File: src/rtl/alu_div_seq.sv
// alu_div_seq: iterative radix-2 restoring divider, signed/unsigned, one quotient bit per clock
module alu_div_seq #(
  parameter int OPR_L = 32,
  parameter int CNT_L = 6
) (
  input  logic             clk,
  input  logic             rst_n,
  input  logic             start_i,
  input  logic             sgn_i,
  input  logic [OPR_L-1:0] a_i,
  input  logic [OPR_L-1:0] b_i,
  output logic             busy_o,
  output logic             done_o,
  output logic             div0_o,
  output logic [OPR_L-1:0] q_o,
  output logic [OPR_L-1:0] r_o
);
  typedef enum logic [1:0] {IDLE, CALC, FIX} state_t;
  state_t state_q, state_d;
  logic [OPR_L-1:0] dvd_q, dvd_d, dsr_q, dsr_d, rem_q, rem_d, a_q, a_d, q_q, q_d, r_q, r_d;
  logic qs_q, qs_d, rs_q, rs_d, z_q, z_d, done_q, done_d, div0_q, div0_d;
  logic [CNT_L-1:0] cnt_q, cnt_d;
  logic [OPR_L:0] rem_sh, trial;
  logic last;
  assign last = cnt_q == CNT_L'(OPR_L - 1);
  assign rem_sh = {rem_q, dvd_q[OPR_L-1]};
  assign trial = rem_sh - {1'b0, dsr_q};
  assign busy_o = state_q != IDLE;
  assign done_o = done_q;
  assign div0_o = div0_q;
  assign q_o = q_q;
  assign r_o = r_q;
  // state register
  always_ff @(posedge clk or negedge rst_n)
    if (!rst_n) state_q <= IDLE;
    else state_q <= state_d;
  // next state: IDLE -> CALC on start, CALC -> FIX after the last iteration, FIX -> IDLE
  always_comb begin
    state_d = state_q;
    if (state_q == IDLE && start_i) state_d = CALC;
    else if (state_q == CALC && last) state_d = FIX;
    else if (state_q == FIX) state_d = IDLE;
  end
  // datapath: operand capture, one restoring step per CALC cycle, sign fix-up at FIX
  always_comb begin
    dvd_d  = dvd_q;
    dsr_d  = dsr_q;
    rem_d  = rem_q;
    a_d    = a_q;
    q_d    = q_q;
    r_d    = r_q;
    qs_d   = qs_q;
    rs_d   = rs_q;
    z_d    = z_q;
    cnt_d  = cnt_q;
    div0_d = div0_q;
    done_d = 1'b0;
    if (state_q == IDLE && start_i) begin
      dvd_d = (sgn_i && a_i[OPR_L-1]) ? -a_i : a_i;
      dsr_d = (sgn_i && b_i[OPR_L-1]) ? -b_i : b_i;
      qs_d  = (a_i[OPR_L-1] ^ b_i[OPR_L-1]) & sgn_i;
      rs_d  = a_i[OPR_L-1] & sgn_i;
      z_d   = b_i == '0;
      a_d   = a_i;
      rem_d = '0;
      cnt_d = '0;
    end else if (state_q == CALC) begin
      rem_d = trial[OPR_L] ? rem_sh[OPR_L-1:0] : trial[OPR_L-1:0];
      dvd_d = {dvd_q[OPR_L-2:0], ~trial[OPR_L]};
      cnt_d = cnt_q + CNT_L'(1);
    end else if (state_q == FIX) begin
      q_d    = z_q ? '1 : (qs_q ? -dvd_q : dvd_q);
      r_d    = z_q ? a_q : (rs_q ? -rem_q : rem_q);
      div0_d = z_q;
      done_d = 1'b1;
    end
  end
  // datapath registers
  always_ff @(posedge clk or negedge rst_n)
    if (!rst_n) begin
      dvd_q  <= '0;
      dsr_q  <= '0;
      rem_q  <= '0;
      a_q    <= '0;
      q_q    <= '0;
      r_q    <= '0;
      qs_q   <= 1'b0;
      rs_q   <= 1'b0;
      z_q    <= 1'b0;
      cnt_q  <= '0;
      div0_q <= 1'b0;
      done_q <= 1'b0;
    end else begin
      dvd_q  <= dvd_d;
      dsr_q  <= dsr_d;
      rem_q  <= rem_d;
      a_q    <= a_d;
      q_q    <= q_d;
      r_q    <= r_d;
      qs_q   <= qs_d;
      rs_q   <= rs_d;
      z_q    <= z_d;
      cnt_q  <= cnt_d;
      div0_q <= div0_d;
      done_q <= done_d;
    end
endmodule

File: config.mk
export PLATFORM = sky130hd
export DESIGN_NAME = alu_div_seq
export DESIGN_NICKNAME = d
export VERILOG_FILES = /design/src/rtl/alu_div_seq.sv
export SDC_FILE = /design/constraint.sdc
export NUM_CORES = 1
export LEC_CHECK = 0
export CAP_MARGIN = 5
export CORE_AREA = 5 5 150 152
export DETAILED_ROUTE_END_ITERATION = 16
export DIE_AREA = 0 0 155 157
export HOLD_SLACK_MARGIN = 0.02
export PLACE_DENSITY = 0.85
export SKIP_LAST_GASP = 1
export SYNTH_ARGS = -nofsm -noshare
export SYNTH_HDL_FRONTEND = slang
export SYNTH_SLANG_ARGS = --single-unit
File: constraint.sdc
create_clock -name clk -period 5.3 [get_ports clk]
set_input_delay 1.325 -clock clk [delete_from_list [all_inputs] [get_ports clk]]
set_output_delay 1.325 -clock clk [all_outputs]
set_load 0.03 [all_outputs]
Yosys cells after proc, flatten, opt, wreduce, memory -nomap -nowiden:

Cells that the tools add are included.

* add/subtract/negate cells: 6
* multipliers: 0
* div/mod/pow operators: 0
* order comparisons: 0
* eq/ne operators: 3
* shift-type cells: 0
* mux-type cells: 19
* bitwise logic cells: 6
* reduce and logical (&&, ||, !) cells: 10

Operator list (count)
* 32-bit two-way mux: 11
* 32-bit negator: 4
* 33-bit by 32-bit subtractor with 33-bit output: 1
* 32-bit logical NOT: 1
* 6-bit two-way mux: 2
* 6-bit by 1-bit adder with 6-bit output, second input constant: 1
* 6-bit by 5-bit equality test with 1-bit output, second input constant: 1
* 2-bit two-way mux: 3
* 1-bit logical AND: 4
* 2-bit nonzero test: 2
* 1-bit two-way mux: 3
* 1-bit inverter: 3
* 3-bit AND reduction: 1
* 3-bit nonzero test: 1
* 1-bit AND: 2
* 2-bit by 1-bit equality test with 1-bit output, second input constant: 1
* 2-bit equality test, second input constant: 1
* 2-bit logical NOT: 1
* 1-bit bitwise XOR: 1

* flip-flop bits (word level): 205
* latch bits: 0
* memory bits (writable): 0
* memory bits (read-only): 0
* input bits: 68
* logic and storage cells: 57
* memories: 0

Depth between registers and ports, before layout:

Gate-level depths: netlist of the first run.

* depth in word-level cells: 4
* gate-level depth with buffers: 13
* gate-level depth less buffers: 12

Worst setup path after synthesis of the first run:

No wires, ideal clock.

* kind: input-to-reg
* from: input port a_i[4]
* to: register dvd_q[30]
* data arrival time: 3.014 ns
* slack: 2.149 ns
* stages on the path: 9
* path buffers: 0
* cells stage by stage: nor4_1 -> nand2_1 -> nor3b_1 -> nand3_1 -> nor4_2 -> nand2_1 -> o21ai_0 -> xor2_1 -> a21oi_1

* cells in the longest elaborated chain, start to end: 3

RTL lines
* start, declared: line 10 `input logic [OPR_L-1:0] a_i,`
* 32-bit negator: line 59 `dvd_d = (sgn_i && a_i[OPR_L-1]) ? -a_i : a_i;`
* 32-bit two-way mux: line 59
* 32-bit two-way mux: line 58 `if (state_q == IDLE && start_i) begin`
* end signal, assigned: line 94 `dvd_q <= dvd_d;`
* end, declared: line 20 `logic [OPR_L-1:0] dvd_q, dvd_d, dsr_q, dsr_d, rem_q, rem_d, a_q, a_d, q_q, q_d, r_q, r_d;`

Every way passes these cells.
A chain may end at the register's enable or synchronous reset.

Worst setup path in the final report of the first run:

* from: input port a_i[2]
* to: register dvd_q[30]

The elaborated chain is that of the path after synthesis.

==> reports/results.tsv, run 1 <==
stage	metric	value	unit
routing	vias	11500	
setup_path	crit path from	a_i[2]	
placement	RePlAce Congestion	0.931	
setup_path	startpoint types	input pin	
pwr	P per Cell Area	543	nW/um^2
placement	PortBufs	134	
yosys	Syn Nets	1653	
sta	RSZ-0062 raised after global routing	false	
sta	Hold Fails Final Rpt	0	
routing	drt first-iter violations	1208	
setup_path	slowest library cell on the worst path	clkdlybuf4s50_1	
setup_path	Crit. End Element	flop	
clock_tree	clock sink total	205	
clock_tree	largest buffer count on any clock path	3	
yosys	Netlist Area Pre-Place	12700	um^2
pwr	Leakage	6.58	nW
global_route	first-pass GRT wire length	56500	um
placement	dpl cells	1881	
yosys	Cells after Synth	1547	
die	Die Y	157	um
global_route	M2 GR Usage	46.9	%
yosys	Synth Register Bits	205	
routing	DR WL/cell	17.7	um
sta	Setup violations, final	0	
global_route	initial antenna violation count	0	
clock_tree	H-tree depth	1	
yosys	Yosys warnings	0	
setup_path	Crit Reg-Reg Startpoint	dvd_q[31]	
sta	Worst Tran Pin Value	1.17	ns
cells_and_area	filler instances	1603	
global_route	GRT Max-Usage Layer	met2	
clock_tree	clock slew at reported path FFs	0.07	ns
setup_path	Crit Path Max Fanout	6	
setup_path	Crit path arrival time	4.14	ns
setup_path	CP delay by family, top	simple AND/OR/NAND/NOR gates	
routing	DRC violations left	0	
setup_path	worst endpoint required time	5.67	ns
sta	fin crit share	71.2	%
pwr	maximum VDD drop	0.364	mV
setup_path	CP most frequent cell	nand2_1	
yosys	Mean Syn Cell Area	8.24	um^2
die	I/O pins	135	
yosys	ys flop type	dfrtp_1	
sta	Final min period	3.78	ns
die	Die ar.	24300	um^2
setup_path	cell breakdown of the critical path	clkdlybuf4s50_1 -> nor4_1 -> nand2_1 -> nor3b_1 -> nand3_1 -> nor4_2 -> nand2_1 -> o21ai_0 -> xor2_1 -> a21oi_1	
sta	max-slew violations	0	
clock_tree	postcts setup bufs	0	
die	number of cell rows	53	
global_route	met1 GRT Util	37.5	%
clock_tree	CTS tree	done	
routing	DRT Wirelength	34100	um
yosys	Async S/R FF share, synth	100	%
cells_and_area	Final Core Density	71.7	%
global_route	number of global-route vias before repair	11300	
hold_path	HP Start	dsr_q[12]	
yosys	sequential area share after synthesis	40.2	%
run_status	status	finished, final reports clean	
die	die width	155	um
clock_tree	CTS Root Cell	clkbuf_16	
setup_path	CP max stage delay	0.53	ns
die	Core ar.	20900	um^2
clock_tree	Worst-Skew Late Latency	0.52	ns
sta	Final Skew	0.0122	ns
clock_tree	cts-stage hold buffer count	0	
clock_tree	post-cts resize count	0	
routing	TritonRoute pass-1 iters	7	
routing	drt via density	5.98	
flow_run	max cap viols	0	
cells_and_area	Post-Layout Cell Count	1922	
placement	HPWL Detailed	24000	um
sta	Setup Total Neg Slack	0	ns
global_route	total grt overflow	0	
setup_path	CP bufs+invs	1	
hold_path	HP Class	reg -> reg	
yosys	Post-synth EDFFs	0	
global_route	largest net degree at the start of global routing	127	
global_route	GR Util met3	3.55	%
routing	Post-DRT Antenna Nets	0	
setup_path	WS Path Type	in -> reg	
global_route	total global-route track usage	27.9	%
die	Starting Density	61.0	%
cells_and_area	nets	1737	
sta	f_max	265	MHz
yosys	Yosys cell types	72	
sta	Max-slew headroom	22.1	%
clock_tree	total CTS buffers	22	
cells_and_area	Area Growth Syn to Fin	17.4	%
cells_and_area	share of layout cells above drive strength 1	5.10	%
-- cells by family after synthesis --
family	count (synthesis)	synth area share, %
buf+inv	145	4.40
flops	205	40.2
simple gates	582	20.4
fa+ha+maj	38	3.79
compound gates	408	19.3
xor+xnor	144	9.89
mux	25	1.98
-- final cells by class --
cell class	instances	area [um^2]	share of cell area, %
Antenna cell	1	2.50	0.0167
Clock buffer	28	624	4.17
Clock inverter	11	115	0.769
Inverter	59	221	1.48
Multi-Input combinational cell	1197	7080	47.3
Sequential cell	205	5130	34.3
Tap cell	275	344	2.30
Timing Repair Buffer	146	1460	9.72
-- report_power, final --
part | internal (W) | leakage, nW | total (W) | switching (W)
clock | 0.000931 | 0.367 | 0.00157 | 0.000639
sequential | 0.00199 | 2.46 | 0.00262 | 0.000632
combinational | 0.00168 | 3.75 | 0.00394 | 0.00226
-- sequential cells by signal, summed over array words and instances (netlist names) --
name	cells
state_q	2
q_o	32
a_q	32
done_o	1
qs_q	1
r_o	32
rem_q	32
cnt_q	6
z_q	1
div0_o	1
rs_q	1
dsr_q	32
dvd_q	32
-- layout by cell type (no fill, tap or decap), types with 7 or more instances in the layout --
master and instances:
a31oi_1 43, clkbuf_16 23, nand2_1 297, o211ai_1 7, dfrtp_1 204, xor2_1 97
nor2_1 134, o21ai_0 119, nor4_1 7, mux2i_1 23, nand4_1 7, o31ai_1 28
o21ai_1 34, nor2b_1 9, clkdlybuf4s50_1 133, o41ai_1 9, buf_4 10, a21o_1 12
ha_1 37, xnor2_1 47, or4_1 9, or3_1 9, inv_1 59, nor3_1 16
and2_1 7, nand2b_1 7, and3_1 8, nand3_1 41, a21oi_1 111
-- metal layers --
| layer | vias up | routed length, um | part of all wire (%) |
|---|---|---|---|
| met4 | 0 | 1150 | 3.4 |
| met2 | 442 | 16500 | 48 |
| li1 | 5508 | - | - |
| met3 | 84 | 2320 | 6.8 |
| met1 | 5469 | 14100 | 41 |
| met5 | - | 0 | 0 |
-- synth_stat cells (11+ instances only) --
cell,number,area (um^2)
dfrtp_1,205,5130
inv_1,59,221
mux2i_1,23,230
xnor2_1,47,412
a31oi_1,43,269
buf_1,11,41.3
o21ai_1,34,170
a21o_1,12,90.1
nand2_1,299,1120
nand3_1,41,205
nor3_1,16,80.1
nor2_1,136,510
ha_1,37,463
a21oi_1,111,556
clkbuf_1,69,259
o21ai_0,119,596
xor2_1,97,850
o31ai_1,28,210
-- tightest hold or removal path: cells and delay by family (launching register included) --
kind            cells  cell delay [ns]
compound gates      1             0.06
flops               1             0.34
simple gates        1             0.04
-- metrics by stage --
step	hold WS [ns]	total power, W	instance area [um^2]	setup slack [ns]
6_report	0.475	0.00813	15000	1.52
5_1_grt	0.496	0.00875	15000	1.29
4_1_cts	0.482	0.00810	15000	1.53
3_5_place_dp	0.464	0.00648	14200	1.03
3_3_place_gp	0.458	0.00632	14200	1.20
2_1_floorplan	0.445	0.00551	12700	2.15
-- worst paths after layout --
check                      slack [ns]  depth (start not counted)        end
setup / recovery                 1.52                         10  dvd_q[30]
hold / removal                   0.48                          2  dsr_q[12]
max in group asynchronous        3.40                          2  dvd_q[29]
min in group asynchronous        0.93                          1     r_o[8]
hold reg to reg                  0.48                          2  dsr_q[12]
setup reg to reg                 1.57                         13   rem_q[1]
(Power assumes the default switching activity.)
==> run 2: changes to the inputs <==
--- a/config.mk
+++ b/config.mk
@@ -6,11 +6,11 @@
 export NUM_CORES = 1
 export LEC_CHECK = 0
 export CAP_MARGIN = 5
-export CORE_AREA = 5 5 150 152
+export CORE_AREA = 5 5 163 165
 export DETAILED_ROUTE_END_ITERATION = 16
-export DIE_AREA = 0 0 155 157
+export DIE_AREA = 0 0 168 170
 export HOLD_SLACK_MARGIN = 0.02
-export PLACE_DENSITY = 0.85
+export PLACE_DENSITY = 0.76
 export SKIP_LAST_GASP = 1
 export SYNTH_ARGS = -nofsm -noshare
 export SYNTH_HDL_FRONTEND = slang
==> constraint.sdc (replaced) <==
create_clock -name clk -period 3.1 [get_ports clk]
set_input_delay 0.775 -clock clk [delete_from_list [all_inputs] [get_ports clk]]
set_output_delay 0.775 -clock clk [all_outputs]
set_load 0.03 [all_outputs]
==> run 2 against run 1 <==
The flow now finishes with violations (negative setup slack). Critical endpoint is now rem_q[31]. Clock power increased by 75%. Core utilization shrank 7.6 points. Largest cell class unchanged. Combinational power rose by 110%.
==> reports/results.tsv, run 2 (same netlist as run 1, synthesis figures left out) <==
stage	metric	value	unit
flow_run	max cap viols	0	
die	Die Y	170	um
global_route	total grt overflow	0	
routing	drt first-iter violations	820	
setup_path	startpoint types	flop	
routing	vias	11500	
pwr	Leakage	7.09	nW
cells_and_area	Area Growth Syn to Fin	25.1	%
global_route	number of global-route vias before repair	11000	
run_status	failing checks	negative setup slack	
routing	DRC violations left	0	
die	Starting Density	51.2	%
clock_tree	clock slew at reported path FFs	0.06	ns
run_status	status	complete, but fails checks	
clock_tree	largest buffer count on any clock path	3	
global_route	initial antenna violation count	0	
clock_tree	cts-stage hold buffer count	0	
clock_tree	Worst-Skew Late Latency	0.52	ns
clock_tree	CTS tree	done	
clock_tree	clock sink total	205	
cells_and_area	nets	1832	
sta	max-slew violations	0	
cells_and_area	filler instances	2104	
routing	TritonRoute pass-1 iters	7	
routing	DR WL/cell	16.0	um
setup_path	Crit Path Max Fanout	6	
sta	fin crit share	101	%
cells_and_area	commonest non-fill, non-tap cell in the layout	nand2_1	
clock_tree	total CTS buffers	23	
routing	drt via density	5.54	
placement	PortBufs	134	
pwr	P per Cell Area	952	nW/um^2
sta	Worst Tran Pin Value	0.891	ns
setup_path	worst endpoint required time	3.51	ns
setup_path	WS Path Type	reg -> reg	
setup_path	Crit path arrival time	3.54	ns
sta	Setup violations, final	1	
die	number of cell rows	58	
global_route	first-pass GRT wire length	54700	um
sta	Final min period	3.12	ns
clock_tree	H-tree depth	1	
clock_tree	CTS Root Cell	clkbuf_16	
placement	pre-CTS WS	-0.305	ns
setup_path	Crit. End Element	flop	
global_route	largest net degree at the start of global routing	62	
die	Die ar.	28600	um^2
cells_and_area	most frequent cells in the layout	nand2_1, dfrtp_1, nor2_1, clkdlybuf4s50_1, o21ai_0	
die	Core ar.	24900	um^2
sta	Max-slew headroom	40.6	%
sta	Final Skew	0.0141	ns
sta	Setup Total Neg Slack	-0.0246	ns
sta	setup slack after layout	-0.0246	ns
routing	Post-DRT Antenna Nets	0	
global_route	total global-route track usage	22.8	%
die	die width	168	um
sta	f_max	320	MHz
sta	Hold Fails Final Rpt	0	
placement	HPWL Detailed	24700	um
die	I/O pins	135	
cells_and_area	share of layout cells above drive strength 1	10.9	%
hold_path	HP Class	in -> async	
cells_and_area	n_diodes	0	
placement	RePlAce Congestion	0.916	
routing	DRT Wirelength	33200	um
pwr	maximum VDD drop	0.525	mV
sta	RSZ-0062 raised after global routing	true	
## run 2: cell count changes in the layout (fill, tap and decap cells not counted), moves of 2 or more
| cell | change |
|---|---|
| buf_12 | +5 |
| buf_4 | +85 |
| buf_6 | +2 |
| clkbuf_1 | +3 |
| clkinv_2 | -3 |
## run 2: what timing repair did
action,CTS,global route
setup endpoints to repair,27,31
pin swaps,6,6
setup buffers,4,6
resized for setup,9,20
gates cloned,0,1
hold endpoints to repair,0,0
## run 2: cell type report
cell class / count / area [um^2] / share of cell area [%]
Clock buffer: 30 / 622 / 3.90
Clock inverter: 10 / 138 / 0.863
Inverter: 59 / 221 / 1.39
Multi-Input combinational cell: 1197 / 7170 / 44.9
Sequential cell: 205 / 5130 / 32.2
Tap cell: 330 / 413 / 2.59
Timing Repair Buffer: 240 / 2260 / 14.1
## run 2: per-stage QoR
step | utilization [%] | total power (W) | std cells | hold slack (ns) | area, um^2
after global placement | 60.2 | 0.0115 | 2021 | 0.458 | 15000
after global routing | 64.1 | 0.0163 | 2071 | 0.274 | 15900
after detailed placement | 60.2 | 0.0117 | 2021 | 0.463 | 15000
after CTS | 63.5 | 0.0147 | 2064 | 0.250 | 15800
after floorplan | - | 0.00942 | 1547 | 0.445 | 12700
final | 64.1 | 0.0152 | 2071 | 0.241 | 15900
## run 2: final timing paths
| check | slack (ns) | start | to | cells after the start |
|---|---|---|---|---|
| max | -0.02 | dvd_q[31] | rem_q[31] | 14 |
| min | 0.24 | rst_n | r_o[11] | 1 |
| max reg2reg | -0.02 | dvd_q[31] | rem_q[31] | 14 |
| min reg2reg | 0.48 | a_q[13] | a_q[13] | 2 |
| max in group asynchronous | 2.07 | rst_n | r_o[14] | 2 |
| min in group clk | 0.48 | a_q[13] | a_q[13] | 2 |
## run 2: report_power, final
part | internal [W] | total, W | switching [W]
Combinational | 0.00379 | 0.00817 | 0.00438
Sequential | 0.00341 | 0.00426 | 0.000847
Clock | 0.00166 | 0.00275 | 0.00109
## run 2: critical path: stages, from the launching register on
cell and delay [ns]:
dfrtp_1 0.43, inv_2 0.08, ha_4 0.17, fa_2 0.33, and2b_2 0.26, o2111ai_4 0.14
a31oi_4 0.26, a211oi_4 0.10, a21o_1 0.21, a211oi_4 0.32, buf_6 0.17, buf_8 0.11
nand3_1 0.07, mux2_4 0.26, o211ai_1 0.11
## run 2: layer usage
layer	track usage, %	vias to the layer above	routed length (um)
met5	0	-	0
met4	7.45	0	1090
met3	2.72	72	1790
met2	38.4	324	15400
met1	30.9	5365	15000
li1	-	5709	-
